**src/rtl/rf_wb_arbiter_pkg.sv**
```systemverilog
// Shared constants for the register-file write-back arbiter.
package rf_wb_arbiter_pkg;

    localparam logic Enable  = 1'b1;
    localparam logic Disable = 1'b0;

    // Default register-file geometry.
    localparam int RegAddrW = 5;
    localparam int InstW    = 32;
    localparam int Regnum   = 32;

endpackage

```
**src/rtl/rr_arbiter.sv**
```systemverilog
// Round-robin arbiter: one-hot grant to the first requester at or after ptr.
module rr_arbiter
    import rf_wb_arbiter_pkg::*;
#(
    parameter int N = 3
) (
    input  logic         clk,
    input  logic         rst,
    input  logic [N-1:0] req,
    input  logic         adv,
    output logic [N-1:0] gnt
);

    localparam int PW = (N > 1) ? $clog2(N) : 1;

    logic [PW-1:0] ptr;
    logic [PW-1:0] ptr_next;
    logic          found;
    int            idx;

    // Cyclic search from ptr; the winner's successor becomes the next pointer.
    always_comb begin
        gnt      = '0;
        ptr_next = ptr;
        found    = Disable;
        idx      = 0;
        for (int k = 0; k < N; k++) begin
            idx = (int'(ptr) + k) % N;
            if (!found && req[idx]) begin
                gnt[idx] = Enable;
                found    = Enable;
                ptr_next = PW'((idx + 1) % N);
            end
        end
    end

    // Pointer only moves when a grant is actually made.
    always_ff @(posedge clk or posedge rst) begin
        if (rst)
            ptr <= '0;
        else if (adv && found)
            ptr <= ptr_next;
    end

endmodule

```
**src/rtl/rf_wb_arbiter.sv**
```systemverilog
// Write-back arbiter and busy-bit scoreboard for the integer register file.
module rf_wb_arbiter
    import rf_wb_arbiter_pkg::*;
#(
    parameter int NREQ   = 3,
    parameter int ADDR_W = RegAddrW,
    parameter int DATA_W = InstW,
    parameter int REGNUM = Regnum
) (
    input  logic                     clk,
    input  logic                     rst,
    input  logic [NREQ-1:0]          req_valid,
    input  logic [NREQ*ADDR_W-1:0]   req_addr,
    input  logic [NREQ*DATA_W-1:0]   req_data,
    output logic [NREQ-1:0]          req_ready,
    input  logic                     issue_valid,
    input  logic [ADDR_W-1:0]        issue_addr,
    output logic                     issue_ready,
    input  logic [ADDR_W-1:0]        rs1_raddr,
    input  logic [ADDR_W-1:0]        rs2_raddr,
    output logic                     rs1_busy,
    output logic                     rs2_busy,
    output logic                     wen,
    output logic [ADDR_W-1:0]        rd_waddr,
    output logic [DATA_W-1:0]        rd_wdata
);

    logic [NREQ-1:0]   gnt;
    logic              any_gnt;
    logic [ADDR_W-1:0] win_addr;
    logic [DATA_W-1:0] win_data;
    logic [REGNUM-1:0] busy;
    logic [REGNUM-1:0] busy_next;
    logic              issue_set;

    // The output stage never stalls, so the arbiter advances on every grant.
    rr_arbiter #(.N(NREQ)) u_arb (
        .clk (clk),
        .rst (rst),
        .req (req_valid),
        .adv (Enable),
        .gnt (gnt)
    );

    assign req_ready = gnt;
    assign any_gnt   = |gnt;

    // Select the winning requester's address and data slice.
    always_comb begin
        win_addr = '0;
        win_data = '0;
        for (int i = 0; i < NREQ; i++) begin
            if (gnt[i]) begin
                win_addr = req_addr[i*ADDR_W +: ADDR_W];
                win_data = req_data[i*DATA_W +: DATA_W];
            end
        end
    end

    // Registered write port; x0 writes are consumed but never enabled.
    always_ff @(posedge clk or posedge rst) begin
        if (rst) begin
            wen      <= Disable;
            rd_waddr <= '0;
            rd_wdata <= '0;
        end else begin
            wen <= any_gnt && (win_addr != '0);
            if (any_gnt) begin
                rd_waddr <= win_addr;
                rd_wdata <= win_data;
            end
        end
    end

    // busy[0] is never set, so x0 always reads as free.
    assign issue_ready = (issue_addr == '0) ? Enable : !busy[issue_addr];
    assign issue_set   = issue_valid && issue_ready && (issue_addr != '0);
    assign rs1_busy    = busy[rs1_raddr];
    assign rs2_busy    = busy[rs2_raddr];

    // Clear on write, then set on issue so a same-register collision keeps the claim.
    always_comb begin
        busy_next = busy;
        if (wen)
            busy_next[rd_waddr] = Disable;
        if (issue_set)
            busy_next[issue_addr] = Enable;
        busy_next[0] = Disable;
    end

    // Scoreboard state.
    always_ff @(posedge clk or posedge rst) begin
        if (rst)
            busy <= '0;
        else
            busy <= busy_next;
    end

endmodule

```
**config.mk**
```make
export PLATFORM = sky130hd
export DESIGN_NAME = rf_wb_arbiter
export DESIGN_NICKNAME = d
export VERILOG_FILES = /design/src/rtl/rf_wb_arbiter_pkg.sv /design/src/rtl/rr_arbiter.sv /design/src/rtl/rf_wb_arbiter.sv
export SDC_FILE = /design/constraint.sdc
export NUM_CORES = 1
export LEC_CHECK = 0
export BUFFER_PORTS_ARGS = -buffer_cell sky130_fd_sc_hd__buf_2
export CAP_MARGIN = 25
export CORE_AREA = 4 4 113 115
export DETAILED_ROUTE_END_ITERATION = 16
export DIE_AREA = 0 0 117 119
export PLACE_DENSITY = 0.77
export SYNTH_ARGS = -nofsm -noshare
export SYNTH_HDL_FRONTEND = slang
export SYNTH_SLANG_ARGS = --single-unit
```
**constraint.sdc**
```tcl
create_clock -name clk -period 5.67 [get_ports clk]
set_input_delay 0.567 -clock clk [delete_from_list [all_inputs] [get_ports clk]]
set_output_delay 0.567 -clock clk [all_outputs]
set_load 0.1 [all_outputs]
```
==> key figures <==
Finish
  – Antenna cells: 0
  – Share of layout cells above drive strength 1: 47.7%
  – Area grow syn2layout: 38.9%
  – # nets final: 954
  – FILL cells: 954

Setup path
  – CP max FO: 4
  – Crit Path Category: reg2reg
  – Slowest CP cell: dfrtp_2
  – Worst Setup SP: u_arb.ptr[0]$_DFFE_PP0P_
  – Flop2flop setup slack: -0.13 ns
  – Worst reg2reg path depth: 28
  – Worst EP required: 5.92 ns
  – WP data arrival: 6.05 ns
  – Crit path to: u_arb.ptr[1]$_DFFE_PP0P_
  – Worst R2R End: u_arb.ptr[1]$_DFFE_PP0P_
  – Reg2reg start: u_arb.ptr[0]$_DFFE_PP0P_
  – Critical Path End Type: flop
  – Crit-path max cell delay: 0.46 ns
  – Critical path startpoint category: flop

Synth
  – EDFF count, synth: 0
  – Complex-gate fraction of the synthesized area: 31.7%
  – Register area share after synthesis: 32.7%
  – Post-synthesis mux area share: 12.8%
  – Synthesis warning total: 0
  – Post-Synth Simple-Gate Area: 12.9%
  – Largest family of logic cells by synthesized area: compound AO/OA/AOI/OAI gates
  – Post-Synthesis Cells: 575
  – Syn nets: 723
  – Post-synthesis register bit count: 71
  – Post-Syn Area per Cell: 9.44 um2
  – Post-Synth Adder-Cell Area: 3.69%
  – Prevailing post-synth register cell: dfrtp_1
  – Ys async rst share: 100%
  – XOR/XNOR Fraction of Synth Area: 1.13%
  – Netlist cell types: 80
  – Mapped cell area: 0.00543 mm2

Drt
  – DR WL/cell: 20.6 um
  – Drt drc: 0
  – Detail Route Antenna Nets: 0
  – Drt first pass iters: 5
  – Vias: 6083
  – Final WL: 19700 um
  – DR iter-0 viols: 640
  – Vias per Instance: 6.35

Floorplan
  – I/O pin total: 176
  – Die Area: 0.0139 mm2
  – Die W: 117 um
  – Site row count: 40
  – Initial core utilization: 45.9%
  – Core Box Area: 0.0118 mm2
  – Die height: 119 um

Hold path
  – Hold path start: req_data[27]
  – Worst Hold Class: in2reg

Clocking
  – Num CTS Buffers: 9
  – CTS sink count: 71
  – Clk buf depth: 2
  – CTS tree: done
  – Root Driver: clkbuf_16
  – H-tree levels: 3
  – Worst skew pair latency: 0.33 ns
  – CTS clock-pin slew for the worst setup and hold paths: 0.06 ns

STA
  – Final cycle utilization of the critical path: 102%
  – Setup slack after layout: -0.133 ns
  – Final Max Slew Viols: 0
  – Count of final setup violators: 1
  – Headroom to the max-slew limit: 39.7%
  – Clk_skew: 0.00582 ns
  – Min Tclk post-route: 5.80 ns
  – RSZ-0062 raised after global routing: yes
  – TNS Setup: -0.133 ns
  – Fin. Hold Viols: 0
  – Worst-Margin Slew: 0.905 ns
  – Fmax: 172 MHz

Global route
  – Antenna violations before repair: 1
  – Global-route wire length before repair: 30700 um
  – Vias in the first global route: 6035
  – Grt ovf: 0
  – GRT Overall Usage: 27.8%
  – Pin count of the biggest net entering global routing: 72

Status
  – Failing checks: setup timing
  – Status: finished, violations left

Placement
  – Post-DP HPWL: 13400 um
  – RePlAce Congestion: 0.945
  – IO Port Bufs: 175

Job
  – Total of max-cap violations: 0
per-layer routing:
| metal | vias up | routed length (um) | track usage [%] |
|---|---|---|---|
| li1 | 2712 | - | - |
| met1 | 2901 | 7810 | 34.9 |
| met2 | 401 | 9410 | 44.5 |
| met3 | 67 | 1690 | 6.61 |
| met4 | 2 | 814 | 13.2 |
| met5 | - | 13 | 0 |
metrics by stage:
step	setup WS, ns	hold WS (ns)	instance area [um2]	util [%]	cells
after floorplan	-0.0207	0.498	5550	-	575
after global placement	0.0374	0.516	6740	57.1	900
after detailed placement	-0.203	0.547	6740	57.1	900
after CTS	-0.00975	0.450	7400	62.7	952
after global routing	-0.342	0.458	7540	63.8	958
final	-0.133	0.458	7540	63.8	958
worst min-delay path by stage:
stage,to,slack [ns],cells after the start
3_5_place_dp,busy[8]$_DFF_PP0_,0.55,2
6_report,rd_wdata[27]$_DFFE_PP0P_,0.46,3
2_1_floorplan,busy[3]$_DFF_PP0_,0.50,2
5_1_grt,rd_wdata[5]$_DFFE_PP0P_,0.46,3
3_3_place_gp,busy[8]$_DFF_PP0_,0.52,2
4_1_cts,rd_wdata[5]$_DFFE_PP0P_,0.45,3
logic make-up (layout without fill, tap and decap cells):
family                   count (synthesis)  after routing
AO/OA/AOI/OAI                          259            259
XOR/XNOR                                 7              7
adder cells (fa/ha/maj)                 16             16
buffers and inverters                   61            297
flip-flops                              71             71
multiplexers                            37             37
AND/OR/NAND/NOR                        124            124
placed cells by master (no fill, tap or decap), types with 6 or more instances in the layout:
| cell | instances |
|---|---|
| buf_2 | 176 |
| o21ai_0 | 105 |
| buf_4 | 81 |
| a22oi_1 | 70 |
| dfrtp_1 | 69 |
| nand2_1 | 30 |
| mux4_2 | 25 |
| nor2_1 | 17 |
| inv_1 | 16 |
| nand3_1 | 12 |
| a21oi_1 | 11 |
| nand3b_1 | 10 |
| ha_1 | 9 |
| clkbuf_16 | 9 |
| mux2_2 | 7 |
| a21o_1 | 7 |
| a21oi_2 | 6 |
critical path, delay by kind of cell, from the launching register on:
family	cells	cell delay, ns
AO/OA/AOI/OAI	15	2.56
buffers and inverters	2	0.23
adder cells (fa/ha/maj)	4	0.88
flip-flops	1	0.46
AND/OR/NAND/NOR	6	1.52
XOR/XNOR	1	0.07
sequential cells by signal, summed over array words and instances, names as in the netlist:
| name | flops |
|---|---|
| rd_waddr | 5 |
| rd_wdata | 32 |
| busy | 31 |
| u_arb.ptr | 2 |
| wen | 1 |
synth_stat cells, types with 5 or more instances:
cell | number | area (um2)
nand3_1 | 16 | 80.1
a31oi_1 | 6 | 37.5
inv_1 | 22 | 82.6
a22oi_1 | 71 | 533
xnor2_1 | 5 | 43.8
nor2_1 | 19 | 71.3
a211oi_1 | 5 | 37.5
dfrtp_1 | 71 | 1780
nand2b_1 | 6 | 37.5
a21o_1 | 7 | 52.6
mux4_2 | 25 | 563
a21oi_1 | 15 | 75.1
o21ai_0 | 106 | 531
nor3_1 | 7 | 35.0
ha_1 | 16 | 200
nand3b_1 | 10 | 75.1
nand2_1 | 31 | 116
mux2_2 | 7 | 78.8
clkbuf_1 | 25 | 93.8
cell type report:
cell class / count / area [um2] / area share (%)
Multi-Input combinational cell: 443 / 3660 / 48.6
Sequential cell: 71 / 1780 / 23.6
Timing Repair Buffer: 258 / 1500 / 20.0
Clock buffer: 10 / 239 / 3.17
Tap cell: 147 / 184 / 2.44
Inverter: 23 / 98.8 / 1.31
Clock inverter: 6 / 67.6 / 0.897
repair_timing:
item	in CTS	in global routing
pin swaps	12	15
hold buffers	0	0
resized for setup	16	18
setup endpoints to repair	2	2
setup buffers	36	9
Power is not shown: default switching activity piles up to over one toggle a cycle in this logic, so the estimate is an artifact.
